==> src/rtl/rr_arb_np.sv <==
`default_nettype none
// ============================================================================
// Module   : rr_arb_np
// Brief    : Round-robin arbiter feeding a one-entry valid/ready output register.
// Revision : 1.0 - initial release
// ============================================================================
module rr_arb_np #(
  parameter int N = 4,
  parameter int D = 16,
  localparam int c_SRC_W = $clog2(N)
) (
  input  logic               i_clk,
  input  logic               i_rst,
  input  logic [N-1:0]       i_req,
  input  logic [D-1:0]       i_data [N-1:0],
  output logic [N-1:0]       o_ack,
  output logic               o_valid,
  output logic [D-1:0]       o_data,
  output logic [c_SRC_W-1:0] o_src,
  input  logic               i_ready
);

  localparam logic [N-1:0]       c_ONE  = {{(N-1){1'b0}}, 1'b1};
  localparam logic [c_SRC_W-1:0] c_LAST = c_SRC_W'(N - 1);

  logic [c_SRC_W-1:0] r_ptr;
  logic [c_SRC_W-1:0] w_grant;
  logic [c_SRC_W-1:0] w_k;
  logic               w_found;
  logic               w_load;
  int                 w_idx;

  // Scan from the pointer upward with wraparound; the first active request wins.
  always_comb begin
    w_found = 1'b0;
    w_grant = '0;
    w_idx   = 0;
    w_k     = '0;
    for (int i = 0; i < N; i++) begin
      w_idx = int'(r_ptr) + i;
      if (w_idx >= N) w_idx = w_idx - N;
      w_k = w_idx[c_SRC_W-1:0];
      if (!w_found && i_req[w_k]) begin
        w_found = 1'b1;
        w_grant = w_k;
      end
    end
  end

  assign w_load = (!o_valid || i_ready) && (|i_req) && !i_rst;
  assign o_ack  = w_load ? (c_ONE << w_grant) : '0;

  always_ff @(posedge i_clk) begin
    if (i_rst) begin
      o_valid <= 1'b0;
      o_data  <= '0;
      o_src   <= '0;
      r_ptr   <= '0;
    end else if (w_load) begin
      o_valid <= 1'b1;
      o_data  <= i_data[w_grant];
      o_src   <= w_grant;
      r_ptr   <= (w_grant == c_LAST) ? '0 : w_grant + 1'b1;
    end else if (o_valid && i_ready) begin
      // Consumer took the word and nothing is waiting to replace it.
      o_valid <= 1'b0;
    end
  end

endmodule
`default_nettype wire

==> config.mk <==
export PLATFORM = sky130hd
export DESIGN_NAME = rr_arb_np
export DESIGN_NICKNAME = d
export VERILOG_FILES = /design/src/rtl/rr_arb_np.sv
export SDC_FILE = /design/constraint.sdc
export NUM_CORES = 1
export LEC_CHECK = 0
export ABC_AREA = 1
export CAP_MARGIN = 5
export CELL_PAD_IN_SITES_DETAIL_PLACEMENT = 0
export CELL_PAD_IN_SITES_GLOBAL_PLACEMENT = 1
export CORE_ASPECT_RATIO = 0.8
export CORE_MARGIN = 2
export CORE_UTILIZATION = 27
export DETAILED_ROUTE_END_ITERATION = 10
export PLACE_DENSITY = 0.82
export SLEW_MARGIN = 20
export SYNTH_ARGS = -nofsm -noshare
export SYNTH_HDL_FRONTEND = slang
export SYNTH_SLANG_ARGS = --single-unit
==> constraint.sdc <==
create_clock -name i_clk -period 8.8 [get_ports i_clk]
set_clock_uncertainty 0.2 [all_clocks]
set_input_delay 2.64 -clock i_clk [delete_from_list [all_inputs] [get_ports i_clk]]
set_output_delay 2.64 -clock i_clk [all_outputs]
set_load 0.02 [all_outputs]
== Yosys cells after proc, flatten, opt, wreduce, memory -nomap -nowiden ==
Index checks and enable logic that the tools add are counted.
Word-level totals
  bits of input ports: 71
  register bits after elaboration: 21
  output and inout bits: 23
  word-level logic and storage cells: 62
Operators by class
  add/sub/neg operators: 8
  order comparisons: 9
  equal/unequal tests: 1
  shift-type cells: 1
  mux-type cells: 25
  reduce and logical (&&, ||, !) cells: 14
Operators with widths (count)
  16-bit binary-select mux with 2-bit select: 1
  2-bit two-way mux: 9
  16-bit two-way mux: 1
  2-bit by 3-bit < comparator with 1-bit output (second input constant): 5
  3-bit greater-or-equal comparator (second input constant): 3
  1-bit two-way mux: 9
  1-bit binary-select mux with 2-bit select: 4
  2-bit by 1-bit subtractor with 2-bit output (second input constant): 4
  2-bit by 2-bit adder with 3-bit output (second input constant): 2
  1-bit logical AND: 6
  1-bit zero test: 5
  4-bit two-way mux: 1
  4-bit OR reduction: 1
  1-bit by 2-bit left shift with 4-bit output (first input constant): 1
  2-bit by 1-bit adder with 3-bit output (second input constant): 1
  2-bit by 3-bit greater-or-equal comparator with 1-bit output (second input constant): 1
  2-bit by 1-bit adder with 2-bit output (second input constant): 1
  2-bit equality test (second input constant): 1
  2-bit nonzero test: 1
  1-bit logical OR: 1

== Depth between registers and ports, before layout ==
Gate-level depths: netlist of run 1.
  depth in word-level cells: 16
  depth in mapped cells: 17
  depth with buffers taken out: 15

== Least setup slack after synthesis of run 1 ==
No wires, ideal clock.
  path type: input to output
  start: input port i_req[3]
  end: output port o_ack[3]
  path buffers: 1
  path slack: 2012 ps
  cell stages on the path: 11
  data required time: 5960 ps
  arrival time: 3948 ps
  path through: inv_1 -> nand2_1 -> nand2_1 -> nand2_1 -> nand2_2 -> nand3_2 -> o211ai_1 -> buf_2 -> ha_1 -> inv_1 -> nor2_1
On the way
  word-level cells in the longest chain between the ends: 14
  elaborated cells between the ends (all ways): 26
RTL lines
  from (decl): line 14  | input logic [N-1:0] i_req,
  1-bit binary-select mux with 2-bit select: line 43  | if (!w_found && i_req[w_k]) begin
  1-bit two-way mux (implied by the code): line 43
  1-bit two-way mux: line 43
  1-bit zero test: line 43
  1-bit logical AND: line 43
  1-bit two-way mux: line 43
  1-bit zero test: line 43
  1-bit logical AND: line 43
  1-bit two-way mux: line 43
  1-bit zero test: line 43
  1-bit logical AND: line 43
  2-bit two-way mux: line 43
  1-bit by 2-bit left shift with 4-bit output: line 51  | assign o_ack = w_load ? (c_ONE << w_grant) : '0;
  4-bit two-way mux (*): line 51
  to (decl): line 16  | output logic [N-1:0] o_ack,
Every way passes the cells marked *; elsewhere a longest branch is shown, timed or not. The select of a mux whose other input is x is not followed.

== Final worst setup path of run 1 ==
  start: input port i_req[1]
  end: output port o_ack[3]
Same word-level chain as after synthesis.

==> results.cfg, run 1 <==
[timing]
setup_violations = 0
fmax_mhz = 122
worst-slew-pin-transition_ns = 0.561
fin_ws_ns = 0.574
final_hold_viol_count = 0
finalCriticalPeriod_ns = 8.23
maxSlewHeadroom_pct = 62.4
finalCritPeriodShare_pct = 93.5
rsz0062_at_grt = false
maxSlewViolCount = 0
fin_setup_tns_ns = 0

[cells_and_area]
final_area_sq_mm = 0.00282
n_antenna_cell = 0
drive_gt1_share_pct = 5.94
fillers = 682
multi_input_area_sq_mm = 0.00107
syn_to_final_growth_pct = 54.4
regArea_sq_um = 420
num-nets-final = 477

[clocking]
cts.sinks = 21
clock_latency_ns = 0.26
cts_setup_buffers = 0
path_clk_slew_ns = 0.08
cts_tree = built
ctsHtreeMaxLevel = 1
cts-root-buf = clkbuf_8
cts.repair.resized = 0
cts_buffers = 3
clockBufferDepth = 2
ctsHoldBuffers = 0

[grt]
grt_max_degree = 36
antenna_found_initial = 0
grt_pass1_vias = 2021
grt_pass1_wl_mm = 9.56
grt.total_usage_pct = 16.0
gr-total-overflow = 0

[setup_path]
rr_endpoint = r_ptr[1]
arrival_ns = 5.39
end_kind = primary output
crit_type = in2out
reg2reg_depth = 13
critPathLaunchType = primary input
cp_data_required_time_ns = 5.96
path_max_fanout = 35
reg2reg_slack_ns = 5.92
r2r-start = r_ptr[0]

[flow_run]
cap_violations = 0

[die]
rows = 26
die_area_sq_mm = 0.00744
die_y_um = 77.6
start_util_pct = 28.2
die_w_um = 96.0
ios = 94
coreArea_sq_mm = 0.00647

[place]
dp_slack_ns = 0.543
port_buffers = 93
dpl.hpwl_mm = 4.36
gp_congestion = 0.809
place_area_sq_mm = 0.00278

[hold_path]
hold_start = o_src[1]
min_path_cells = 2
whs_endpoint = o_src[1]
hold_class = reg2reg

[pwr]
powerDensity_mw_per_mm2 = 340
ir_worst_vdd_v = 0.000165
p_leak_uw = 0.00142

[route]
drt-total-wl_mm = 5.95
drc = 0
final_antenna_net_count = 0
dr.first_iter.drc_count = 102
firstDrtPassIters = 4
viasPerCell = 4.48
vias = 2187
wl_per_cell_um = 12.2

[status]
status = finished, final reports clean

[yosys]
yosysWarnings = 0
synth_fp_nets = 394
syn_avg_cell_area_sq_um = 5.67
syn_inst = 322
synth_cell_types = 27
seq_area_frac_synth_pct = 23.0
syn_area_sq_mm = 0.00183
ys_ff_latch = 21
[worst max-delay path: stages]
cell	delay (ns)
clkdlybuf4s50_1	0.51
nand2_1	0.08
nand2_1	0.09
nand2_1	0.07
nand2_2	0.10
inv_2	0.05
nand3_1	0.10
nand3_4	0.34
nand2_4	0.44
ha_1	0.22
inv_1	0.04
nor2_1	0.09
clkdlybuf4s50_1	0.60
[synth_stat cells]
| library cell | number | share of area, % |
|---|---|---|
| a21oi_1 | 2 | 0.55 |
| a31oi_1 | 1 | 0.34 |
| buf_2 | 8 | 2.2 |
| buf_4 | 1 | 0.41 |
| buf_6 | 5 | 3.1 |
| clkbuf_1 | 5 | 1.0 |
| clkinv_1 | 1 | 0.21 |
| dfxtp_1 | 21 | 23 |
| ha_1 | 1 | 0.68 |
| inv_1 | 53 | 11 |
| inv_2 | 3 | 0.62 |
| nand2_1 | 101 | 21 |
| nand2_2 | 7 | 2.4 |
| nand2_4 | 1 | 0.62 |
| nand3_1 | 92 | 25 |
| nand3_2 | 1 | 0.55 |
| nand3_4 | 1 | 0.96 |
| nand3b_1 | 1 | 0.41 |
| nand4_4 | 1 | 1.2 |
| nor2_1 | 7 | 1.4 |
| nor2_4 | 2 | 1.2 |
| nor3_1 | 1 | 0.27 |
| nor4_1 | 1 | 0.34 |
| o211ai_1 | 1 | 0.41 |
| o21ai_0 | 2 | 0.55 |
| o21ai_1 | 1 | 0.27 |
| o31ai_1 | 1 | 0.41 |
[final cells by class]
cell class                 instances  share of cell area, %
clock buffer                       4                   1.60
inverter                          57                   7.59
multi-input combinational        225                   38.1
sequential                        21                   14.9
tap                               84                   3.73
timing repair buffer              97                   34.1
[state kept, by name, summed over array words and instances (netlist names)]
signal	flops
o_src	2
r_ptr	2
o_valid	1
o_data	16
[placed cells by master, fill, tap and decap left out, types with 3 or more instances in the layout]
master           synthesis  routed
buf_4                    1       4
clkbuf_8                 0       3
clkdlybuf4s50_1          0      93
dfxtp_1                 21      21
inv_1                   53      53
inv_2                    3       3
nand2_1                101     101
nand2_2                  7       7
nand3_1                 92      92
nor2_1                   7       7
[per-stage QoR]
step	hold slack, ns	instances	utilization [%]	total power (uW)
2_1_floorplan	0.339	322	-	720
3_3_place_gp	0.257	484	42.9	890
3_5_place_dp	0.263	484	42.9	901
4_1_cts	0.276	488	43.6	970
5_1_grt	0.304	488	43.6	1070
6_report	0.271	488	43.6	960
[worst max path at each step]
| stage | slack (ns) | startpoint | cells after the start | endpoint |
|---|---|---|---|---|
| after floorplan | 2.01 | i_req[3] | 11 | o_ack[3] |
| after global placement | 0.60 | i_req[1] | 13 | o_ack[3] |
| after detailed placement | 0.54 | i_req[1] | 13 | o_ack[3] |
| after CTS | 0.54 | i_req[1] | 13 | o_ack[3] |
| after global routing | 0.30 | i_req[1] | 13 | o_ack[3] |
| final | 0.57 | i_req[1] | 13 | o_ack[3] |
[power breakdown]
| group | leakage [uW] | switching (uW) | internal, uW |
|---|---|---|---|
| registers | 0.000176 | 28.3 | 140 |
| logic | 0.00122 | 452 | 275 |
| clock network | 0.0000228 | 33.2 | 32.3 |
[metal layers]
metal,part of all wire [%],global-route usage [%]
met3,8.6,2.91
met1,49,22.3
met2,42,25.7
met4,0.35,3.00
met5,0,0
[kinds of logic (layout without fill, tap and decap cells)]
kind of cell               after synthesis  count (layout)  share of synthesized area [%]
DFF                                     21              21                           23.0
AOI/OAI and AO/OA                        8               8                           2.53
adders and majority gates                1               1                          0.685
and+or+nand+nor                        216             216                           55.3
buffers and inverters                   76             158                           18.4
Note: power is estimated with default switching activity, not from simulation.
==> inputs of run 2 (changes only) <==
TNS_END_PERCENT = 5   (was not set)
==> results of run 2 <==
Same layout as run 1: the final DEF is identical, and so are final timing and power.
